### src/rtl/multicycle_controller.sv
// Sequencing controller for the multicycle ARM32 core: walks each instruction
// through fetch/decode/execute/memory/writeback and owns the NZCV flags.
module multicycle_controller (
    input  logic       clk,
    input  logic       reset_n,
    input  logic [3:0] Cond,
    input  logic [1:0] Op,
    input  logic [5:0] Funct,
    input  logic [3:0] Rd,
    input  logic [3:0] ALUFlags,
    input  logic       mem_ready,
    output logic       PCWrite,
    output logic       MemWrite,
    output logic       RegWrite,
    output logic       IRWrite,
    output logic       AdrSrc,
    output logic [1:0] ResultSrc,
    output logic       ALUSrcA,
    output logic [1:0] ALUSrcB,
    output logic [1:0] ImmSrc,
    output logic [1:0] RegSrc,
    output logic [1:0] ALUControl,
    output logic [3:0] Flags
);

    typedef enum logic [3:0] {
        FETCH,
        DECODE,
        EXECUTER,
        EXECUTEI,
        ALUWB,
        MEMADR,
        MEMRD,
        MEMWB,
        MEMWR,
        BRANCH
    } state_t;

    localparam logic [1:0] ALU_ADD = 2'b00;
    localparam logic [1:0] ALU_SUB = 2'b01;
    localparam logic [1:0] ALU_AND = 2'b10;
    localparam logic [1:0] ALU_ORR = 2'b11;

    state_t     state;
    state_t     next_state;
    logic [3:0] nzcv;
    logic       cond_ex_q;
    logic       cond_ex;

    logic       reg_w;
    logic       mem_w;
    logic       branch;
    logic       fetch_adv;
    logic       alu_op;
    logic [1:0] flag_w;
    logic       pcs;

    logic       flag_n;
    logic       flag_z;
    logic       flag_c;
    logic       flag_v;

    assign flag_n = nzcv[3];
    assign flag_z = nzcv[2];
    assign flag_c = nzcv[1];
    assign flag_v = nzcv[0];

    // Condition evaluation against the architectural flags; 1111 never executes.
    always_comb begin
        cond_ex = 1'b0;
        case (Cond)
            4'b0000: cond_ex = flag_z;
            4'b0001: cond_ex = ~flag_z;
            4'b0010: cond_ex = flag_c;
            4'b0011: cond_ex = ~flag_c;
            4'b0100: cond_ex = flag_n;
            4'b0101: cond_ex = ~flag_n;
            4'b0110: cond_ex = flag_v;
            4'b0111: cond_ex = ~flag_v;
            4'b1000: cond_ex = flag_c & ~flag_z;
            4'b1001: cond_ex = ~flag_c | flag_z;
            4'b1010: cond_ex = (flag_n == flag_v);
            4'b1011: cond_ex = (flag_n != flag_v);
            4'b1100: cond_ex = ~flag_z & (flag_n == flag_v);
            4'b1101: cond_ex = flag_z | (flag_n != flag_v);
            4'b1110: cond_ex = 1'b1;
            default: cond_ex = 1'b0;
        endcase
    end

    always_ff @(posedge clk or negedge reset_n) begin
        if (!reset_n) begin
            state <= FETCH;
        end else begin
            state <= next_state;
        end
    end

    always_comb begin
        next_state = state;
        reg_w      = 1'b0;
        mem_w      = 1'b0;
        branch     = 1'b0;
        fetch_adv  = 1'b0;
        alu_op     = 1'b0;
        AdrSrc     = 1'b0;
        ResultSrc  = 2'b00;
        ALUSrcA    = 1'b0;
        ALUSrcB    = 2'b00;
        case (state)
            FETCH: begin
                ALUSrcA   = 1'b1;
                ALUSrcB   = 2'b10;
                ResultSrc = 2'b10;
                if (mem_ready) begin
                    fetch_adv  = 1'b1;
                    next_state = DECODE;
                end
            end
            DECODE: begin
                // PC+8 is formed here so R15 reads see the ARM pipeline offset.
                ALUSrcA   = 1'b1;
                ALUSrcB   = 2'b10;
                ResultSrc = 2'b10;
                case (Op)
                    2'b00:   next_state = Funct[5] ? EXECUTEI : EXECUTER;
                    2'b01:   next_state = MEMADR;
                    2'b10:   next_state = BRANCH;
                    default: next_state = FETCH;
                endcase
            end
            EXECUTER: begin
                alu_op     = 1'b1;
                next_state = ALUWB;
            end
            EXECUTEI: begin
                alu_op     = 1'b1;
                ALUSrcB    = 2'b01;
                next_state = ALUWB;
            end
            ALUWB: begin
                reg_w      = 1'b1;
                next_state = FETCH;
            end
            MEMADR: begin
                ALUSrcB    = 2'b01;
                next_state = Funct[0] ? MEMRD : MEMWR;
            end
            MEMRD: begin
                AdrSrc = 1'b1;
                if (mem_ready) begin
                    next_state = MEMWB;
                end
            end
            MEMWB: begin
                ResultSrc  = 2'b01;
                reg_w      = 1'b1;
                next_state = FETCH;
            end
            MEMWR: begin
                AdrSrc = 1'b1;
                mem_w  = 1'b1;
                if (mem_ready) begin
                    next_state = FETCH;
                end
            end
            BRANCH: begin
                ALUSrcB    = 2'b01;
                ResultSrc  = 2'b10;
                branch     = 1'b1;
                next_state = FETCH;
            end
            default: begin
                next_state = FETCH;
            end
        endcase
    end

    // Unrecognised data-processing commands fall back to ADD.
    always_comb begin
        ALUControl = ALU_ADD;
        flag_w     = 2'b00;
        if (alu_op) begin
            case (Funct[4:1])
                4'b0100: ALUControl = ALU_ADD;
                4'b0010: ALUControl = ALU_SUB;
                4'b0000: ALUControl = ALU_AND;
                4'b1100: ALUControl = ALU_ORR;
                default: ALUControl = ALU_ADD;
            endcase
            flag_w[1] = Funct[0];
            flag_w[0] = Funct[0] & ((ALUControl == ALU_ADD) | (ALUControl == ALU_SUB));
        end
    end

    always_ff @(posedge clk or negedge reset_n) begin
        if (!reset_n) begin
            cond_ex_q <= 1'b0;
        end else if (state == DECODE) begin
            cond_ex_q <= cond_ex;
        end
    end

    always_ff @(posedge clk or negedge reset_n) begin
        if (!reset_n) begin
            nzcv <= 4'b0000;
        end else if (alu_op && cond_ex_q) begin
            if (flag_w[1]) begin
                nzcv[3:2] <= ALUFlags[3:2];
            end
            if (flag_w[0]) begin
                nzcv[1:0] <= ALUFlags[1:0];
            end
        end
    end

    // Strobes are masked by reset_n so nothing can commit once reset falls.
    assign pcs      = (reg_w & (Rd == 4'b1111)) | branch;
    assign PCWrite  = reset_n & (fetch_adv | (pcs & cond_ex_q));
    assign MemWrite = reset_n & mem_w & mem_ready & cond_ex_q;
    assign RegWrite = reset_n & reg_w & cond_ex_q;
    assign IRWrite  = reset_n & fetch_adv;

    assign ImmSrc = Op;
    assign RegSrc = {(Op == 2'b01), (Op == 2'b10)};
    assign Flags  = nzcv;

endmodule

### config.mk
export PLATFORM = sky130hd
export DESIGN_NAME = multicycle_controller
export DESIGN_NICKNAME = d
export VERILOG_FILES = /design/src/rtl/multicycle_controller.sv
export SDC_FILE = /design/constraint.sdc
export NUM_CORES = 1
export LEC_CHECK = 0
export BUFFER_PORTS_ARGS = -buffer_cell sky130_fd_sc_hd__buf_2
export CAP_MARGIN = 20
export CORE_ASPECT_RATIO = 0.9
export CORE_MARGIN = 4
export CORE_UTILIZATION = 46
export CTS_CLUSTER_SIZE = 10
export DETAILED_ROUTE_END_ITERATION = 8
export PLACE_DENSITY_LB_ADDON = 0.2
export SYNTH_ARGS = -nofsm -noshare
export SYNTH_HDL_FRONTEND = slang
export SYNTH_SLANG_ARGS = --single-unit
### constraint.sdc
create_clock -name clk -period 1.7 [get_ports clk]
set_input_delay 0.255 -clock clk [delete_from_list [all_inputs] [get_ports clk]]
set_output_delay 0.255 -clock clk [all_outputs]
set_load 0.005 [all_outputs]
==> results of run 1 <==
==> layer usage <==
metal	vias up	GRT usage (%)	share of wire, %
met5	-	0	0
met2	35	33.7	47
li1	512	-	-
met1	478	26.0	45
met3	0	7.32	8.0
met4	0	1.21	0
==> worst register-to-register path: cells and delay by family, from the launching register on <==
kind                   cells  cell delay [ns]
multiplexers               1             0.29
buffers and inverters      1             0.15
AND/OR/NAND/NOR            3             0.50
AO/OA/AOI/OAI              1             0.15
flip-flops                 1             0.42
==> what timing repair did <==
item	CTS	global route
setup endpoints to repair	2	5
hold buffers	1	0
setup buffers	7	0
hold endpoints to repair	9	0
resized for setup	11	5
pin swaps	3	1
==> final cells by class <==
type                       count  area share (%)
multi-input combinational     93            50.8
timing repair buffer          58            26.2
sequential                     9            17.0
tap                           25            2.34
clock buffer                   4            1.96
inverter                       6            1.68
==> cells in the mapped netlist (3+ instances only) <==
master     n  area share (%)
a21oi_1   10             5.3
buf_2      4             2.1
buf_4      4             3.2
dfrtp_1    9              24
ha_1       6             8.0
inv_1      6             2.4
nand2_1    9             3.6
nand2b_1   4             2.7
nor2_1     9             3.6
nor2b_1    7             4.7
nor3_1     5             2.7
nor3b_1    4             3.2
nor4_1     3             2.0
o21ai_0    5             2.7
==> cells by family (layout without fill, tap and decap cells) <==
| group | count (synthesis) | in the layout | synth area share, % |
|---|---|---|---|
| AOI/OAI and AO/OA | 26 | 26 | 18.5 |
| xor gates and xnor gates | 3 | 3 | 2.79 |
| adders and majority gates | 6 | 6 | 7.98 |
| buffers and inverters | 16 | 68 | 8.51 |
| DFF | 9 | 9 | 23.9 |
| muxes | 6 | 6 | 7.71 |
| and+or+nand+nor | 52 | 52 | 30.6 |
==> power by group <==
| part | switching, W | leakage, nW | internal [W] |
|---|---|---|---|
| registers | 0.000115 | 0.115 | 0.000309 |
| logic | 0.000556 | 0.517 | 0.000615 |
| clock network | 0.0000811 | 0.0150 | 0.0000908 |
| total | 0.000752 | 0.646 | 0.00101 |
==> path summary, 6_finish.rpt <==
check / to / start / slack [ns] / cells after the start
setup / recovery: PCWrite / state[1] / -0.04 / 5
hold / removal: Flags[0] / ALUFlags[0] / 0.22 / 2
setup reg to reg: Flags[0] / state[3] / 0.08 / 6
hold reg to reg: cond_ex_q / cond_ex_q / 0.58 / 2
max in group asynchronous: state[2] / reset_n / 0.78 / 3
min in group asynchronous: cond_ex_q / reset_n / 0.59 / 3
==> registers in the layout, indices dropped and copies added, names as in the netlist <==
signal	cells
state	4
cond_ex_q	1
Flags	4
==> per-stage QoR <==
stage | hold slack (ns) | area (µm²) | cells
floorplan | -0.0406 | 941 | 118
global placement | 0.204 | 1180 | 183
detailed placement | 0.202 | 1180 | 183
CTS | 0.221 | 1320 | 195
global route | 0.215 | 1340 | 195
finish | 0.221 | 1340 | 195
==> results_dict.tcl, run 1 <==
set metrics [dict create \
    run_status "finished, violations left" \
    violations "setup timing" \
    cts_tree "yes" \
    ioPinCount 43 \
    drc 0 \
    cts_htree_levels 1 \
    cp.required_ns 1.44 \
    seq_area_um2 228 \
    die_w_um 55.7 \
    start_util_pct 48.7 \
    max-vdd-ir-drop_v 0.00100 \
    max_freq_mhz 575 \
    dieArea_um2 2830 \
    slew_viol_final 0 \
    setup_viol 1 \
    ys_seq_area_share_pct 23.9 \
    vias 1025 \
    cts_max_path_buffers 2 \
    final_util_pct 69.3 \
    track_usage_pct 20.1 \
    vias_per_cell 5.26 \
    path_clk_slew_ns 0.06 \
    grt_max_degree 11 \
    critical-path-top-delay-family "simple AND/OR/NAND/NOR gates" \
    post-place-ws_ns 0.0460 \
    slowest_delay_ns 0.42 \
    ys_ff_latch 9 \
    ant_nets 0 \
    arrival_ns 1.49 \
    crit_chain "nor2b_4, nor4_4, inv_1, o21ai_1, buf_2" \
    clockRootBuffer "clkbuf_4" \
    routed_wl_mm 2.71 \
    fillers 165 \
    cts_made_buffers 3 \
    synth-async-reset-ratio_pct 100 \
    antenna_found_initial 0 \
    power.density_nw_per_um2 1320 \
    die_y_um 50.9 \
    ys.flop_type "dfrtp_1" \
    diodes 0 \
    synth_cell_type_count 37 \
    synth_edf_count 0 \
    io_buffers 42 \
    path_buf_inv 2 \
    min_path_type "in2reg" \
    rows 15 \
    path_class "reg2out" \
    fin_crit_sh_pct 102 \
    drive_above_1_share_pct 45.3 \
    areaGrowthSynthToFinish_pct 42.3 \
    cp_slowest_cell "dfrtp_2" \
    grt_pass1_vias 1016 \
    drt-pass1-iter-count 5 \
    cts_sinks 9 \
    nNetsFinal 200 \
    crit_path_end_kind "output pin" \
    placeableCoreArea_um2 1930 \
    tightest_slew_ns 0.443 \
    synth_nets 147 \
    overflow 0 \
    start_kind "register" \
    layout_common_cells "41 x buf_2, 12 x buf_4, 10 x a21oi_1" \
    fin_setup_tns_ns -0.0404 \
    layout_commonest_cell "buf_2" \
    wire_per_inst_um 13.9 \
    synth_cells 118 \
    multiInputGateArea_um2 681 \
    yosysWarningCount 0 \
    dp_hpwl_mm 1.93 \
    hold_viol_final 0 \
    p_leak_nw 0.646 \
    grt_pass1_wl_mm 4.60 \
    clk_latency_ns 0.26 \
    power_w 0.00177 \
    rsz0062_at_grt "true" \
    drtIter0Drc 30 \
    slew_headroom_pct 70.3 \
    synth_area_per_cell_um2 7.97 \
    cp_max_fo 2 \
    finalCriticalPeriod_ns 1.74 \
    netlist_area_um2 941 \
    finClkSkew_ns 0.00126 \
    fin_ws_ns -0.0404 \
    cap_violations 0 \
    gp_congestion 0.808 \
]
Power figures use the tool's default switching activity.
==> run 2, diff against run 1 <==
--- a/config.mk
+++ b/config.mk
@@ -5,7 +5,7 @@
 export SDC_FILE = /design/constraint.sdc
 export NUM_CORES = 1
 export LEC_CHECK = 0
-export BUFFER_PORTS_ARGS = -buffer_cell sky130_fd_sc_hd__buf_2
+export BUFFER_PORTS_ARGS = -buffer_cell sky130_fd_sc_hd__buf_4
 export CAP_MARGIN = 20
 export CORE_ASPECT_RATIO = 0.9
 export CORE_MARGIN = 4
==> run 2 against run 1 <==
The flow still finishes with violations (setup timing). Largest power group unchanged. Core utilization rose by 11 points. Count of clock-buffer cells in the layout did not move. Critical path depth did not move. Clock skew rose by 0.0068 ns. Sequential share of layout area fell by 2.3 points. Global-route usage rose by 1.7 points. Die area did not move. Total power rose by 18%. Final area rose by 15%.
==> results_dict.tcl, run 2 (same netlist as run 1, synthesis figures left out) <==
set metrics [dict create \
    drt-pass1-iter-count 4 \
    grt_max_degree 12 \
    start_kind "register" \
    max_freq_mhz 577 \
    nNetsFinal 206 \
    setup_viol 3 \
    clk_latency_ns 0.27 \
    finClkSkew_ns 0.00809 \
    rr_endpoint "Flags[0]" \
    max-vdd-ir-drop_v 0.000876 \
    drc 0 \
    violations "setup timing" \
    min_path_type "in2reg" \
    rsz0062_at_grt "true" \
    drtIter0Drc 15 \
    r2r-start "state[2]" \
    layout_common_cells "56 x buf_4, 9 x a21oi_1, 8 x dfrtp_1" \
    post-place-ws_ns 0.124 \
    overflow 0 \
    final_cell_area_um2 1540 \
    finalCriticalPeriod_ns 1.73 \
    hp-start "ALUFlags[1]" \
    cp.required_ns 1.44 \
    crit_path_end_kind "output pin" \
    cp_max_fo 4 \
    dpl_cell_area_um2 1290 \
    hold_viol_final 0 \
    cts_max_path_buffers 2 \
    path_clk_slew_ns 0.07 \
    fillers 124 \
    layout_commonest_cell "buf_4" \
    die_w_um 55.7 \
    io_buffers 42 \
    vias 1099 \
    cts_made_buffers 3 \
    slowest_delay_ns 0.44 \
    antenna_found_initial 0 \
    ioPinCount 43 \
    power.density_nw_per_um2 1350 \
    fin_crit_sh_pct 102 \
    rows 15 \
    start_util_pct 48.7 \
    tightest_slew_ns 0.432 \
    wire_per_inst_um 15.5 \
    r2r_cells 6 \
    dieArea_um2 2830 \
    slew_viol_final 0 \
    arrival_ns 1.48 \
    path_class "reg2out" \
    die_y_um 50.9 \
    cp_slowest_cell "dfrtp_1" \
    areaGrowthSynthToFinish_pct 64.0 \
    placeableCoreArea_um2 1930 \
    gp_congestion 0.882 \
    cap_violations 0 \
    crit_chain "nor2b_4, nor4_4, inv_1, o21ai_1, buf_4" \
    p_leak_nw 0.723 \
    cts_sinks 9 \
    diodes 0 \
    min_to "Flags[1]" \
    ant_nets 0 \
    cts_htree_levels 1 \
    fin_ws_ns -0.0342 \
    routed_wl_mm 3.12 \
    hold_depth 2 \
    dp_hpwl_mm 2.01 \
    clockRootBuffer "clkbuf_4" \
    grt_pass1_vias 1065 \
    track_usage_pct 21.8 \
    r2r_setup_slack_ns 0.10 \
    drive_above_1_share_pct 50.6 \
    grt_pass1_wl_mm 4.89 \
    vias_per_cell 5.47 \
    cts_tree "yes" \
    slew_headroom_pct 71.1 \
    run_status "finished, violations left" \
]
[run 2: cell count changes in the layout (fill, tap and decap cells not counted), moves of 2 or more]
cell | previous run | this run
buf_2 | 41 | 0
buf_4 | 12 | 56
buf_6 | 4 | 7
nor2_1 | 9 | 7
[run 2: layer usage]
layer / track usage (%) / wire (µm)
met1: 26.9 / 1360
met2: 35.6 / 1440
met3: 8.08 / 263
met4: 6.48 / 62
met5: 0 / 0
[run 2: where the power goes]
part | internal, W | switching, W | leakage (nW)
sequential | 0.000307 | 0.000129 | 0.116
clock | 0.0000909 | 0.0000872 | 0.0150
combinational | 0.000827 | 0.000646 | 0.592
[run 2: worst max-delay path by stage]
stage	startpoint	slack (ns)	cells past startpoint	to
5_1_grt	state[1]	-0.1	6	PCWrite
2_1_floorplan	state[2]	0.22	6	Flags[0]
3_5_place_dp	state[2]	0.12	5	PCWrite
6_report	state[1]	-0.03	5	PCWrite
3_3_place_gp	state[3]	0.16	5	PCWrite
4_1_cts	state[2]	-0.03	6	PCWrite
[run 2: area by class of cell]
cell class	count	area, µm²	share of cell area, %
sequential	9	226	14.7
clock buffer	4	26.3	1.70
multi-input combinational	93	727	47.1
inverter	6	22.5	1.46
timing repair buffer	64	509	33.0
tap	25	31.3	2.03
[run 2: metrics by stage]
| stage | util, % | hold WS [ns] | cells | total power (W) | TNS, ns |
|---|---|---|---|---|---|
| 6_report | 79.8 | 0.216 | 201 | 0.00209 | -0.0518 |
| 5_1_grt | 79.8 | 0.213 | 201 | 0.00224 | -0.302 |
| 4_1_cts | 75.0 | 0.213 | 196 | 0.00188 | -0.0331 |
| 3_5_place_dp | 66.7 | 0.183 | 183 | 0.00147 | 0 |
| 3_3_place_gp | 66.7 | 0.185 | 183 | 0.00144 | 0 |
| 2_1_floorplan | - | -0.0406 | 118 | 0.00100 | 0 |
[run 2: repair_timing]
action / CTS / global route
endpoints found under the setup margin: 3 / 11
hold endpoints to repair: 9 / 0
pin swaps: 4 / 9
hold buffers: 1 / 0
buffers inserted: 8 / 6
gates cloned: 0 / 0
resized for setup: 15 / 13
[run 2: worst max-delay path, delay by kind of cell, from the launching register on]
kind / cells / cell delay, ns
AND/OR/NAND/NOR: 2 / 0.45
flip-flops: 1 / 0.44
buffers and inverters: 2 / 0.19
AO/OA/AOI/OAI: 1 / 0.12
